File: config.mk
export PLATFORM = sky130hd
export DESIGN_NAME = ice_rx_framer_flat
export DESIGN_NICKNAME = d
export VERILOG_FILES = /design/src/rtl/ice_rx_framer_if.sv /design/src/rtl/ice_rx_framer.sv /design/src/flat_wrapper.sv
export SDC_FILE = /design/constraint.sdc
export NUM_CORES = 1
export LEC_CHECK = 0
export ABC_AREA = 0
export CAP_MARGIN = 20
export CORE_MARGIN = 4
export CORE_UTILIZATION = 55
export DETAILED_ROUTE_END_ITERATION = 16
export PLACE_DENSITY = 0.72
export REMOVE_ABC_BUFFERS = 1
export SLEW_MARGIN = 0
export SYNTH_ARGS = -nofsm -noshare
export SYNTH_HDL_FRONTEND = slang
export SYNTH_SLANG_ARGS = --single-unit
File: constraint.sdc
create_clock -name clk -period 5.22 [get_ports clk]
set_input_delay 1.566 -clock clk [delete_from_list [all_inputs] [get_ports clk]]
set_output_delay 1.566 -clock clk [all_outputs]
set_load 0.05 [all_outputs]
File: src/rtl/ice_rx_framer_if.sv
// ice_rx_framer_if
//   Header and payload handshake bundle between ice_rx_framer and the
//   command dispatcher.
//   master : the framer (drives header fields, payload stream, valids)
//   slave  : the dispatcher (drives hdr_ready / pl_ready)
//   Signals:
//     hdr_valid/hdr_ready      header handshake
//     hdr_type/hdr_id/hdr_len  frame header bytes
//     pl_valid/pl_ready        payload byte handshake
//     pl_data/pl_last          payload byte and end-of-frame marker
interface ice_rx_framer_if;
  logic       hdr_valid;
  logic       hdr_ready;
  logic [7:0] hdr_type;
  logic [7:0] hdr_id;
  logic [7:0] hdr_len;
  logic       pl_valid;
  logic       pl_ready;
  logic [7:0] pl_data;
  logic       pl_last;

  modport master (
    output hdr_valid, hdr_type, hdr_id, hdr_len,
    output pl_valid, pl_data, pl_last,
    input  hdr_ready, pl_ready
  );

  modport slave (
    input  hdr_valid, hdr_type, hdr_id, hdr_len,
    input  pl_valid, pl_data, pl_last,
    output hdr_ready, pl_ready
  );
endinterface

File: src/rtl/ice_rx_framer.sv
// ice_rx_framer
//   Splits the host UART byte stream into ICE frames laid out as
//   [type][event_id][len][payload x len]. The header is held in a one-deep
//   register slot; payload bytes go through a first-word fall-through FIFO
//   tagged with an end-of-frame bit.
//   Optional: define ICE_RX_TIMEOUT_EN to abandon frames that stall for
//   TIMEOUT_CYCLES clocks (timeout_err pulses); otherwise the parser waits
//   indefinitely and timeout_err is tied low.
//   Ports:
//     clk, reset       clock, asynchronous active-low reset
//     rx_data/rx_latch received byte and its one-cycle strobe
//     rx_if            header + payload handshakes (master side)
//     ovf_err          sticky drop indicator, cleared by err_clr
//     timeout_err      one-cycle pulse when a stalled frame is abandoned
module ice_rx_framer #(
  parameter int FIFO_DEPTH     = 64,
  parameter int FIFO_AW        = 6,
  parameter int TIMEOUT_CYCLES = 8192
) (
  input  logic             clk,
  input  logic             reset,
  input  logic [7:0]       rx_data,
  input  logic             rx_latch,
  ice_rx_framer_if.master  rx_if,
  output logic             ovf_err,
  output logic             timeout_err,
  input  logic             err_clr
);

  localparam logic [2:0] IDLE    = 3'd0;
  localparam logic [2:0] GET_ID  = 3'd1;
  localparam logic [2:0] GET_LEN = 3'd2;
  localparam logic [2:0] PAYLOAD = 3'd3;
  localparam logic [2:0] DROP    = 3'd4;

  logic [2:0]         state;
  logic [7:0]         type_q;
  logic [7:0]         id_q;
  logic [7:0]         rem;
  logic               tmo_fire;
  logic               byte_in;
  logic               hdr_busy;
  logic               len_take;
  logic               hdr_load;
  logic               hdr_drop;

  logic [8:0]         mem [FIFO_DEPTH];
  logic [8:0]         head;
  logic [FIFO_AW-1:0] wr_ptr;
  logic [FIFO_AW-1:0] rd_ptr;
  logic [FIFO_AW:0]   count;
  logic               fifo_full;
  logic               push_req;
  logic               push_ok;
  logic               push_ovf;
  logic               pop;

  // A byte arriving on the timeout edge starts a new frame instead.
  assign byte_in  = rx_latch & ~tmo_fire;
  assign hdr_busy = rx_if.hdr_valid & ~rx_if.hdr_ready;
  assign len_take = byte_in & (state == GET_LEN);
  assign hdr_load = len_take & ~hdr_busy;
  assign hdr_drop = len_take & hdr_busy;

  assign fifo_full = (count == (FIFO_AW+1)'(FIFO_DEPTH));
  assign pop       = rx_if.pl_valid & rx_if.pl_ready;
  assign push_req  = byte_in & (state == PAYLOAD);
  // A pop on the same edge frees the slot, so a full FIFO can still accept.
  assign push_ok   = push_req & (~fifo_full | pop);
  assign push_ovf  = push_req & fifo_full & ~pop;

  always_ff @(posedge clk or negedge reset) begin
    if (!reset) begin
      state  <= IDLE;
      type_q <= '0;
      id_q   <= '0;
      rem    <= '0;
    end else if (tmo_fire) begin
      state <= rx_latch ? GET_ID : IDLE;
      if (rx_latch) type_q <= rx_data;
    end else if (rx_latch) begin
      case (state)
        IDLE: begin
          type_q <= rx_data;
          state  <= GET_ID;
        end
        GET_ID: begin
          id_q  <= rx_data;
          state <= GET_LEN;
        end
        GET_LEN: begin
          rem <= rx_data;
          if (rx_data == '0) state <= IDLE;
          else               state <= hdr_busy ? DROP : PAYLOAD;
        end
        PAYLOAD, DROP: begin
          rem <= rem - 8'd1;
          if (rem == 8'd1) state <= IDLE;
        end
        default: state <= IDLE;
      endcase
    end
  end

  always_ff @(posedge clk or negedge reset) begin
    if (!reset) begin
      rx_if.hdr_valid <= 1'b0;
      rx_if.hdr_type  <= '0;
      rx_if.hdr_id    <= '0;
      rx_if.hdr_len   <= '0;
    end else if (hdr_load) begin
      rx_if.hdr_valid <= 1'b1;
      rx_if.hdr_type  <= type_q;
      rx_if.hdr_id    <= id_q;
      rx_if.hdr_len   <= rx_data;
    end else if (rx_if.hdr_valid && rx_if.hdr_ready) begin
      rx_if.hdr_valid <= 1'b0;
    end
  end

  always_ff @(posedge clk or negedge reset) begin
    if (!reset)                     ovf_err <= 1'b0;
    else if (hdr_drop || push_ovf)  ovf_err <= 1'b1;
    else if (err_clr)               ovf_err <= 1'b0;
  end

  always_ff @(posedge clk) begin
    if (push_ok) mem[wr_ptr] <= {(rem == 8'd1), rx_data};
  end

  always_ff @(posedge clk or negedge reset) begin
    if (!reset) begin
      wr_ptr <= '0;
      rd_ptr <= '0;
      count  <= '0;
    end else begin
      if (push_ok) wr_ptr <= wr_ptr + FIFO_AW'(1);
      if (pop)     rd_ptr <= rd_ptr + FIFO_AW'(1);
      case ({push_ok, pop})
        2'b10:   count <= count + (FIFO_AW+1)'(1);
        2'b01:   count <= count - (FIFO_AW+1)'(1);
        default: count <= count;
      endcase
    end
  end

  // Outputs read as zero while empty so the reset/empty view is clean.
  assign head           = mem[rd_ptr];
  assign rx_if.pl_valid = (count != '0);
  assign rx_if.pl_data  = rx_if.pl_valid ? head[7:0] : '0;
  assign rx_if.pl_last  = rx_if.pl_valid & head[8];

`ifdef ICE_RX_TIMEOUT_EN
  localparam int TW = $clog2(TIMEOUT_CYCLES + 1);
  localparam logic [TW-1:0] TMO_MAX = TW'(TIMEOUT_CYCLES);

  logic [TW-1:0] tmo_cnt;

  assign tmo_fire = (state != IDLE) && (tmo_cnt == TMO_MAX);

  always_ff @(posedge clk or negedge reset) begin
    if (!reset) begin
      tmo_cnt     <= '0;
      timeout_err <= 1'b0;
    end else begin
      timeout_err <= tmo_fire;
      if (rx_latch || state == IDLE) tmo_cnt <= '0;
      else if (tmo_cnt != TMO_MAX)   tmo_cnt <= tmo_cnt + TW'(1);
    end
  end
`else
  localparam int unused_timeout_cycles = TIMEOUT_CYCLES;
  assign tmo_fire    = 1'b0;
  assign timeout_err = 1'b0;
`endif

endmodule

File: src/flat_wrapper.sv
// flat-port wrapper written by rule: the top's interface ports become plain ports
module ice_rx_framer_flat 
#(
  parameter int FIFO_DEPTH     = 64,
  parameter int FIFO_AW        = 6,
  parameter int TIMEOUT_CYCLES = 8192
)
  (clk, reset, rx_data, rx_latch, ovf_err, timeout_err, err_clr, rx_if_hdr_valid, rx_if_hdr_type, rx_if_hdr_id, rx_if_hdr_len, rx_if_pl_valid, rx_if_pl_data, rx_if_pl_last, rx_if_hdr_ready, rx_if_pl_ready);
  ice_rx_framer_if rx_if_i ();
  input  logic clk;
  input  logic reset;
  input  logic [7:0] rx_data;
  input  logic rx_latch;
  output logic ovf_err;
  output logic timeout_err;
  input  logic err_clr;
  output wire logic [$bits(rx_if_i.hdr_valid)-1:0] rx_if_hdr_valid;
  output wire logic [$bits(rx_if_i.hdr_type)-1:0] rx_if_hdr_type;
  output wire logic [$bits(rx_if_i.hdr_id)-1:0] rx_if_hdr_id;
  output wire logic [$bits(rx_if_i.hdr_len)-1:0] rx_if_hdr_len;
  output wire logic [$bits(rx_if_i.pl_valid)-1:0] rx_if_pl_valid;
  output wire logic [$bits(rx_if_i.pl_data)-1:0] rx_if_pl_data;
  output wire logic [$bits(rx_if_i.pl_last)-1:0] rx_if_pl_last;
  input wire logic [$bits(rx_if_i.hdr_ready)-1:0] rx_if_hdr_ready;
  input wire logic [$bits(rx_if_i.pl_ready)-1:0] rx_if_pl_ready;
  assign rx_if_hdr_valid = rx_if_i.hdr_valid;
  assign rx_if_hdr_type = rx_if_i.hdr_type;
  assign rx_if_hdr_id = rx_if_i.hdr_id;
  assign rx_if_hdr_len = rx_if_i.hdr_len;
  assign rx_if_pl_valid = rx_if_i.pl_valid;
  assign rx_if_pl_data = rx_if_i.pl_data;
  assign rx_if_pl_last = rx_if_i.pl_last;
  assign rx_if_i.hdr_ready = rx_if_hdr_ready;
  assign rx_if_i.pl_ready = rx_if_pl_ready;
  ice_rx_framer #(.FIFO_DEPTH(FIFO_DEPTH), .FIFO_AW(FIFO_AW), .TIMEOUT_CYCLES(TIMEOUT_CYCLES)) u_core (.clk(clk), .reset(reset), .rx_data(rx_data), .rx_latch(rx_latch), .rx_if(rx_if_i), .ovf_err(ovf_err), .timeout_err(timeout_err), .err_clr(err_clr));
endmodule
==> results.toml, run 1 <==
[run_status]
status = "finished clean"

[clock_network]
clk_pin_slew_worst_paths_ps = 60
cts_sinks = 648
clk_latency_ps = 630
cts_tree = "built"
clock-root-buffer = "clkbuf_16"
post_cts_resized = 0
ctsHtreeMaxLevel = 2
numCtsBuffers = 61
cts_max_path_buffers = 3

[yosys]
ys.flop_type = "edfxtp_1"
synth_edf_count = 576
seq_area_frac_synth_pct = 74.5
ys_ff_latch = 648
syn_area_sq_mm = 0.0256
synthArstFlopShare_pct = 11.1
yosysUniqueCellTypes = 68
avgSynthCellArea_sq_um = 19.7
postSynthCellCount = 1303
yosysWarningCount = 0

[sta]
whs_ps = 477
drv_slew = 0
skew_ps = 32.3
finalCritPeriodShare_pct = 95.6
finalHoldViolations = 0
period_minus_slack_ps = 4990
maxClockFrequency_mhz = 200
slew_headroom_pct = 36.8
tightest_slew_ps = 943
grt_setup_unrepaired = "no"
setup_violations = 0

[setup_path]
cp_max_fo = 11
cp_data_arrival_time_ps = 3430
start_kind = "flop"
cp_slowest_cell = "o31ai_2"
path_delay_family = "simple AND/OR/NAND/NOR gates"
cp.required_ps = 3650
path_common_cell = "or3_1"
crit_path_cell_trace = "or3_1, o31ai_2, nor2_1, a22o_1, or3_1, buf_12"
max_stage_delay_ps = 650
endpoint_kind = "primary output"
path_buf_inv = 1
path_class = "flop to primary output"

[drt]
vias_per_cell = 6.45
dr_total_vias = 13500
drt_iter0_drc = 1555
wl_per_cell_microns = 28.2
final_antenna_net_count = 0
firstDrtPassIters = 5
totalWireLength_mm = 58.8
drc = 0

[grt]
grt_pass1_wl_mm = 88.0
antenna_found_initial = 1
grt_usage_pct = 23.6
grt_start_max_net_pins = 73
grt_pass1_vias = 13400
overflow = 0

[place]
io_buffers = 49
place_hpwl_mm = 35.7
gp_congestion = 0.827
place_area_sq_mm = 0.0272

[final_layout]
stdcell_area_sq_mm = 0.0294
area_growth_pct = 14.8
n_antenna_cell = 0
final_core_util_pct = 64.4
nets = 1458
drive_above_1_share_pct = 27.7

[flow_run]
cap_viol_max_count = 0

[die]
dieWidth_microns = 224
dieArea_sq_mm = 0.0501
die_y_microns = 224
ios = 51
initial_utilization_pct = 56.1
rows = 78
core-area_sq_mm = 0.0457

[pwr]
total_leakage_power_nw = 9.77
peakVddDrop_v = 0.000725
power_density_mw_per_mm2 = 553

[min_path]
hold_class = "flop to flop"
==> state kept, by name (all words and copies together) (netlist names), 7 cells and up <==
register,flops
u_core.mem,576
u_core.id_q,8
u_core.rem,8
u_core.rx_if.hdr_id,8
u_core.rx_if.hdr_len,8
u_core.rx_if.hdr_type,8
u_core.type_q,8
u_core.count,7
==> worst paths after layout <==
kind / cells after the start / to / start / slack [ps]
worst max register to register: 4 / u_core.mem[37][0]$_DFFE_PP_ / u_core.state[0]$_DFFE_PN0P_ / 2240
worst min-delay path: 1 / u_core.wr_ptr[2]$_DFFE_PN0P_ / u_core.wr_ptr[2]$_DFFE_PN0P_ / 480
worst min register to register: 1 / u_core.wr_ptr[2]$_DFFE_PN0P_ / u_core.wr_ptr[2]$_DFFE_PN0P_ / 480
max in group asynchronous: 2 / u_core.rd_ptr[0]$_DFFE_PN0P_ / reset / 3350
worst max-delay path: 6 / rx_if_pl_data[6] / u_core.count[1]$_DFFE_PN0P_ / 230
min in group asynchronous: 2 / u_core.rx_if.hdr_type[1]$_DFFE_PN0P_ / reset / 1170
==> Yosys cell counts, types with 14 or more instances <==
cell type  number  area [sq um]
o21ai_0        17          85.1
buf_4          14           105
mux4_2        140          3150
mux2i_1        14           140
clkbuf_1       22          82.6
a21oi_1        23           115
dfrtp_1        72          1800
mux2_2         44           495
edfxtp_1      576         17300
nor2_1         81           304
buf_2          16          80.1
a22oi_1        35           263
nand2_1        48           180
==> power by group <==
group          internal, W  switching, W
registers          0.00593      0.000374
clock network      0.00283       0.00191
logic              0.00226       0.00297
total               0.0110       0.00525
==> cells by family (layout without fill, tap and decap cells) <==
| group | Yosys count | in the layout | synth area share, % |
|---|---|---|---|
| buffers and inverters | 78 | 262 | 1.79 |
| other | 1 | 1 | 0.0146 |
| DFF | 648 | 648 | 74.5 |
| adders and majority gates | 5 | 5 | 0.244 |
| and+or+nand+nor | 208 | 208 | 3.98 |
| AOI/OAI and AO/OA | 149 | 149 | 4.12 |
| xor gates and xnor gates | 16 | 16 | 0.547 |
| muxes | 198 | 198 | 14.8 |
==> worst reg2reg max path: cells and delay by family, from the launching register on <==
kind               cells  cell delay (ps)
AOI/OAI and AO/OA      1              510
and+or+nand+nor        3             1530
DFF                    1              580
==> metal layers <==
| layer | up-vias | wire, microns | GRT usage, % |
|---|---|---|---|
| li1 | 5600 | - | - |
| met1 | 7048 | 23900 | 35.1 |
| met2 | 689 | 27600 | 36.2 |
| met3 | 114 | 5550 | 5.36 |
| met4 | 2 | 1660 | 6.34 |
| met5 | - | 13 | 0 |
==> cell type report <==
type	instances	area [sq um]
fillers	3053	16300
clock buffers	67	1580
clock inverters	44	578
repair buffers	140	1290
multi-input cells	577	6070
flip-flops and latches	648	19100
inverters	11	41.3
well taps	600	751
==> repair_timing <==
| action | in CTS | in global routing |
|---|---|---|
| endpoints found under the setup margin | 0 | 4 |
| hold buffers | 0 | 0 |
| setup buffers | 0 | 2 |
==> layout by cell type, fill, tap and decap left out, types with 11 or more instances in the layout <==
cell type	n
clkinv_2	16
mux4_2	140
buf_12	15
clkbuf_16	62
bufinv_16	13
nand2_1	48
buf_4	84
dfrtp_1	70
a22oi_1	35
clkdlybuf4s50_1	31
mux2_2	44
o21ai_0	17
o22ai_1	12
a21oi_1	23
nor2_1	81
edfxtp_1	576
inv_1	11
mux2i_1	14
==> stage by stage <==
| step | total power [W] | setup TNS [ps] | setup slack, ps | std cells |
|---|---|---|---|---|
| 2_1_floorplan | 0.00988 | -28430 | -3280 | 1236 |
| 3_3_place_gp | 0.0115 | 0 | 527 | 1973 |
| 3_5_place_dp | 0.0116 | 0 | 475 | 1973 |
| 4_1_cts | 0.0163 | 0 | 56.4 | 2084 |
| 5_1_grt | 0.0169 | 0 | 111 | 2087 |
| 6_report | 0.0163 | 0 | 228 | 2087 |
(Power assumes the default switching activity.)
==> run 2, diff against run 1 <==
--- a/config.mk
+++ b/config.mk
@@ -16,3 +16,4 @@
 export SYNTH_ARGS = -nofsm -noshare
 export SYNTH_HDL_FRONTEND = slang
 export SYNTH_SLANG_ARGS = --single-unit
+export TNS_END_PERCENT = 10
==> constraint.sdc (replaced) <==
create_clock -name clk -period 6.2 [get_ports clk]
set_input_delay 1.86 -clock clk [delete_from_list [all_inputs] [get_ports clk]]
set_output_delay 1.86 -clock clk [all_outputs]
set_load 0.05 [all_outputs]
==> results.toml, run 2 (synthesis results as in run 1) <==
[run_status]
status = "finished clean"

[clock_network]
cts_sinks = 648
post_cts_resized = 0
clk_pin_slew_worst_paths_ps = 60
postCtsSetupRepairBufs = 0
cts_tree = "built"
clk_latency_ps = 620
ctsHtreeMaxLevel = 2
numCtsBuffers = 61
cts_max_path_buffers = 3
clock-root-buffer = "clkbuf_16"
ctsHoldBuffers = 0

[grt]
busiest_layer = "met2"
antenna_found_initial = 1
grt_usage_pct = 22.7
grt_pass1_wl_mm = 85.6
use_met2_pct = 35.1
overflow = 0
use_met1_pct = 33.8
grt_start_max_net_pins = 73
grt_pass1_vias = 13100
grtUsageMet3_pct = 4.93

[setup_path]
crit_path_cell_trace = "buf_12, mux4_2, o21ai_0, o21ai_0, a21oi_1, o31ai_1, clkdlybuf4s50_1"
reg2regPathDepth = 5
path_class = "flop to primary output"
cp_max_fo = 28
cp.required_ps = 4340
max_stage_delay_ps = 730
cp_slowest_cell = "clkdlybuf4s50_1"
endpoint_kind = "primary output"
rrSetupSlack_ps = 3100
r2r-end = "u_core.mem[11][0]$_DFFE_PP_"
r2r_start = "u_core.state[0]$_DFFE_PN0P_"
cp_data_arrival_time_ps = 3670
path_common_cell = "o21ai_0"
start_kind = "flop"

[sta]
drv_slew = 0
slew_headroom_pct = 35.0
finalCritPeriodShare_pct = 89.2
setup_violations = 0
period_minus_slack_ps = 5530
skew_ps = 27.5
grt_setup_unrepaired = "no"
whs_ps = 474
maxClockFrequency_mhz = 181
tightest_slew_ps = 975
fin_ws_ps = 670
finalHoldViolations = 0

[drt]
wl_per_cell_microns = 27.0
final_antenna_net_count = 0
totalWireLength_mm = 55.7
firstDrtPassIters = 5
drc = 0
vias_per_cell = 6.27
dr_total_vias = 12900
drt_iter0_drc = 1630

[final_layout]
drive_above_1_share_pct = 25.0
final_cell_count_no_fill = 2059
multi_input_area_sq_mm = 0.00607
final_core_util_pct = 63.3
largest-register = "u_core.mem"
largest_register_ffs = 576
mostFrequentLayoutCells = "576 x edfxtp_1, 140 x mux4_2, 81 x nor2_1"
final_common_cell = "edfxtp_1"
regArea_sq_mm = 0.0191
nets = 1426
area_growth_pct = 12.8
fillCellCount = 3071

[min_path]
hold_class = "flop to flop"
hold_end = "u_core.wr_ptr[2]$_DFFE_PN0P_"
whs_path_depth = 1
min_from = "u_core.wr_ptr[2]$_DFFE_PN0P_"

[die]
rows = 78
core-area_sq_mm = 0.0457
dieArea_sq_mm = 0.0501
initial_utilization_pct = 56.1
dieWidth_microns = 224
die_y_microns = 224
ios = 51

[place]
dp_slack_ps = 1110
gp_congestion = 0.850
place_hpwl_mm = 34.2
io_buffers = 49
placed_cells = 1944

[pwr]
peakVddDrop_v = 0.000469
power_density_mw_per_mm2 = 455
total_leakage_power_nw = 9.48

[flow_run]
cap_viol_max_count = 0
==> run 2: changes by cell type in the layout (fill, tap and decap cells not counted), sizes merged <==
cell,change
buf,-32
bufinv,-9
clkbuf,+22
clkdlybuf4s50,+1
clkinv,-11
clkinvlp,-2
diode,+1
inv,+2
==> run 2: where the power goes <==
part           switching (W)  internal (W)
sequential          0.000355       0.00499
clock                0.00155       0.00212
combinational        0.00237       0.00177
==> run 2: critical path, delay by kind of cell, from the launching register on <==
| family | cells | cell delay (ps) |
|---|---|---|
| buffers and inverters | 2 | 1020 |
| AO/OA/AOI/OAI | 4 | 810 |
| flip-flops | 1 | 700 |
| multiplexers | 1 | 520 |
==> run 2: through the flow <==
step                      setup TNS, ps  power (W)  area (sq um)
after floorplan                  -20030    0.00831         25200
after global placement                0    0.00951         26900
after detailed placement              0    0.00957         26900
after CTS                             0     0.0132         28900
after global routing                  0     0.0137         28900
final                                 0     0.0132         28900
==> run 2: worst max-delay path by stage <==
stage | from | to | slack (ps)
2_1_floorplan | u_core.rd_ptr[0]$_DFFE_PN0P_ | rx_if_pl_data[2] | -2600
3_3_place_gp | u_core.rd_ptr[0]$_DFFE_PN0P_ | rx_if_pl_data[6] | 1260
3_5_place_dp | rx_latch | u_core.mem[11][0]$_DFFE_PP_ | 1110
4_1_cts | u_core.rd_ptr[0]$_DFFE_PN0P_ | rx_if_pl_data[2] | 600
5_1_grt | u_core.rd_ptr[0]$_DFFE_PN0P_ | rx_if_pl_data[3] | 480
6_report | u_core.rd_ptr[0]$_DFFE_PN0P_ | rx_if_pl_data[2] | 670
==> run 2: metal layers <==
| metal | vias to the layer above | wire length [microns] |
|---|---|---|
| met1 | 6711 | 23100 |
| met3 | 77 | 4780 |
| met2 | 578 | 26700 |
| met5 | - | 0 |
| li1 | 5537 | - |
| met4 | 0 | 1150 |
==> run 2: area by class of cell <==
| class | instances | share of cell area, % |
|---|---|---|
| Antenna cell | 1 | 0.00866 |
| Clock buffer | 90 | 6.08 |
| Clock inverter | 24 | 0.779 |
| Inverter | 11 | 0.143 |
| Multi-Input combinational cell | 577 | 21.0 |
| Sequential cell | 648 | 66.1 |
| Tap cell | 600 | 2.60 |
| Timing Repair Buffer | 108 | 3.29 |
==> run 3, diff against run 2 <==
--- a/config.mk
+++ b/config.mk
@@ -7,11 +7,11 @@
 export LEC_CHECK = 0
 export ABC_AREA = 0
 export CAP_MARGIN = 20
-export CORE_MARGIN = 4
 export CORE_UTILIZATION = 55
 export DETAILED_ROUTE_END_ITERATION = 16
 export PLACE_DENSITY = 0.72
 export REMOVE_ABC_BUFFERS = 1
+export SKIP_CTS_REPAIR_TIMING = 1
 export SLEW_MARGIN = 0
 export SYNTH_ARGS = -nofsm -noshare
 export SYNTH_HDL_FRONTEND = slang
==> results.toml, run 3 (synthesis results as in run 1) <==
[run_status]
status = "finished clean"

[setup_path]
rrSetupSlack_ps = 2910
endpoint_kind = "primary output"
crit_path_cell_trace = "buf_12, mux4_2, a22oi_1, nand2_1, a22o_1, or3_1, clkdlybuf4s50_1"
r2r-end = "u_core.mem[51][3]$_DFFE_PP_"
cp_max_fo = 44
path_delay_family = "buffers and inverters"
path_class = "flop to primary output"
max_stage_delay_ps = 730
start_kind = "flop"
reg2regPathDepth = 5
r2r_start = "u_core.state[0]$_DFFE_PN0P_"
cp_slowest_cell = "clkdlybuf4s50_1"
cp_data_arrival_time_ps = 4080
path_buf_inv = 2
cp.required_ps = 4340

[sta]
grt_setup_unrepaired = "no"
drv_slew = 0
fin_ws_ps = 263
setup_violations = 0
period_minus_slack_ps = 5940
slew_headroom_pct = 27.5
skew_ps = 16.5
finalCritPeriodShare_pct = 95.8
maxClockFrequency_mhz = 168
finalHoldViolations = 0
tightest_slew_ps = 1080
setup_tns_ps = 0

[grt]
overflow = 0
grt_usage_pct = 24.5
grt_start_max_net_pins = 70
grt_pass1_wl_mm = 83.9
grt_pass1_vias = 13100
antenna_found_initial = 0

[die]
die_y_microns = 218
ios = 51
core-area_sq_mm = 0.0457
initial_utilization_pct = 56.1
dieWidth_microns = 218
dieArea_sq_mm = 0.0475
rows = 78

[final_layout]
regArea_sq_mm = 0.0191
largest-register = "u_core.mem"
final_cell_count_no_fill = 2074
nets = 1442
area_growth_pct = 13.5
stdcell_area_sq_mm = 0.0291
fillCellCount = 3073
multi_input_area_sq_mm = 0.00608
final_common_cell = "edfxtp_1"
drive_above_1_share_pct = 26.0
mostFrequentLayoutCells = "576 x edfxtp_1, 140 x mux4_2, 81 x nor2_1"
largest_register_ffs = 576
n_antenna_cell = 0

[drt]
wl_per_cell_microns = 27.1
final_antenna_net_count = 0
drt_iter0_drc = 1322
totalWireLength_mm = 56.2
vias_per_cell = 6.29
drc = 0
dr_total_vias = 13000
firstDrtPassIters = 8

[min_path]
hold_end = "u_core.wr_ptr[2]$_DFFE_PN0P_"
whs_path_depth = 1
min_from = "u_core.wr_ptr[2]$_DFFE_PN0P_"
hold_class = "flop to flop"

[place]
placed_cells = 1959
place_area_sq_mm = 0.0270
dp_slack_ps = 827
gp_congestion = 0.847
io_buffers = 49
place_hpwl_mm = 33.7

[clock_network]
clk_latency_ps = 630
cts_max_path_buffers = 3
ctsHtreeMaxLevel = 2
cts_tree = "built"
clk_pin_slew_worst_paths_ps = 60
cts_sinks = 648
numCtsBuffers = 61
clock-root-buffer = "clkbuf_16"

[flow_run]
cap_viol_max_count = 0

[pwr]
peakVddDrop_v = 0.000356
total_leakage_power_nw = 9.59
power_density_mw_per_mm2 = 453
run 3: cell types whose count changed in the layout (fill, tap and decap cells not counted), moves of 2 or more:
cell and delta:
clkbuf_8 -3, buf_12 -2, clkdlybuf4s50_1 +8, clkbuf_1 -9
clkbuf_16 +2, buf_4 +9, clkinv_2 +6, clkinvlp_4 +3
run 3: layout make-up:
| type | count | share of cell area, % |
|---|---|---|
| inverter | 11 | 0.142 |
| clock inverter | 34 | 1.04 |
| multi-input combinational | 577 | 20.9 |
| sequential | 648 | 65.7 |
| tap | 600 | 2.58 |
| clock buffer | 80 | 5.96 |
| timing repair buffer | 124 | 3.71 |
run 3: report_power, final:
part / internal, W / switching [W]
Combinational: 0.00174 / 0.00237
Sequential: 0.00499 / 0.000321
Clock: 0.00217 / 0.00158
run 3: routing by layer:
| layer | wire length, microns | vias to the layer above | GRT usage, % |
|---|---|---|---|
| met3 | 5090 | 98 | 5.62 |
| met1 | 22500 | 6811 | 34.9 |
| li1 | - | 5565 | - |
| met5 | 0 | - | 0 |
| met4 | 1610 | 0 | 8.46 |
| met2 | 27000 | 566 | 37.6 |
run 3: worst max-delay path by stage:
stage,to,cells past startpoint,start
finish,rx_if_pl_data[6],7,u_core.rd_ptr[0]$_DFFE_PN0P_
global route,rx_if_pl_data[6],7,u_core.rd_ptr[0]$_DFFE_PN0P_
CTS,rx_if_pl_data[6],7,u_core.rd_ptr[0]$_DFFE_PN0P_
detailed placement,rx_if_pl_data[6],7,u_core.rd_ptr[0]$_DFFE_PN0P_
global placement,rx_if_pl_data[6],7,u_core.rd_ptr[0]$_DFFE_PN0P_
floorplan,rx_if_pl_data[2],5,u_core.rd_ptr[0]$_DFFE_PN0P_
run 3: stage by stage:
step	power (W)	utilization (%)	hold WS (ps)
3_5_place_dp	0.00951	59.2	466
2_1_floorplan	0.00831	-	445
5_1_grt	0.0136	63.7	519
6_report	0.0132	63.7	467
3_3_place_gp	0.00945	59.2	462
4_1_cts	0.0132	63.7	478
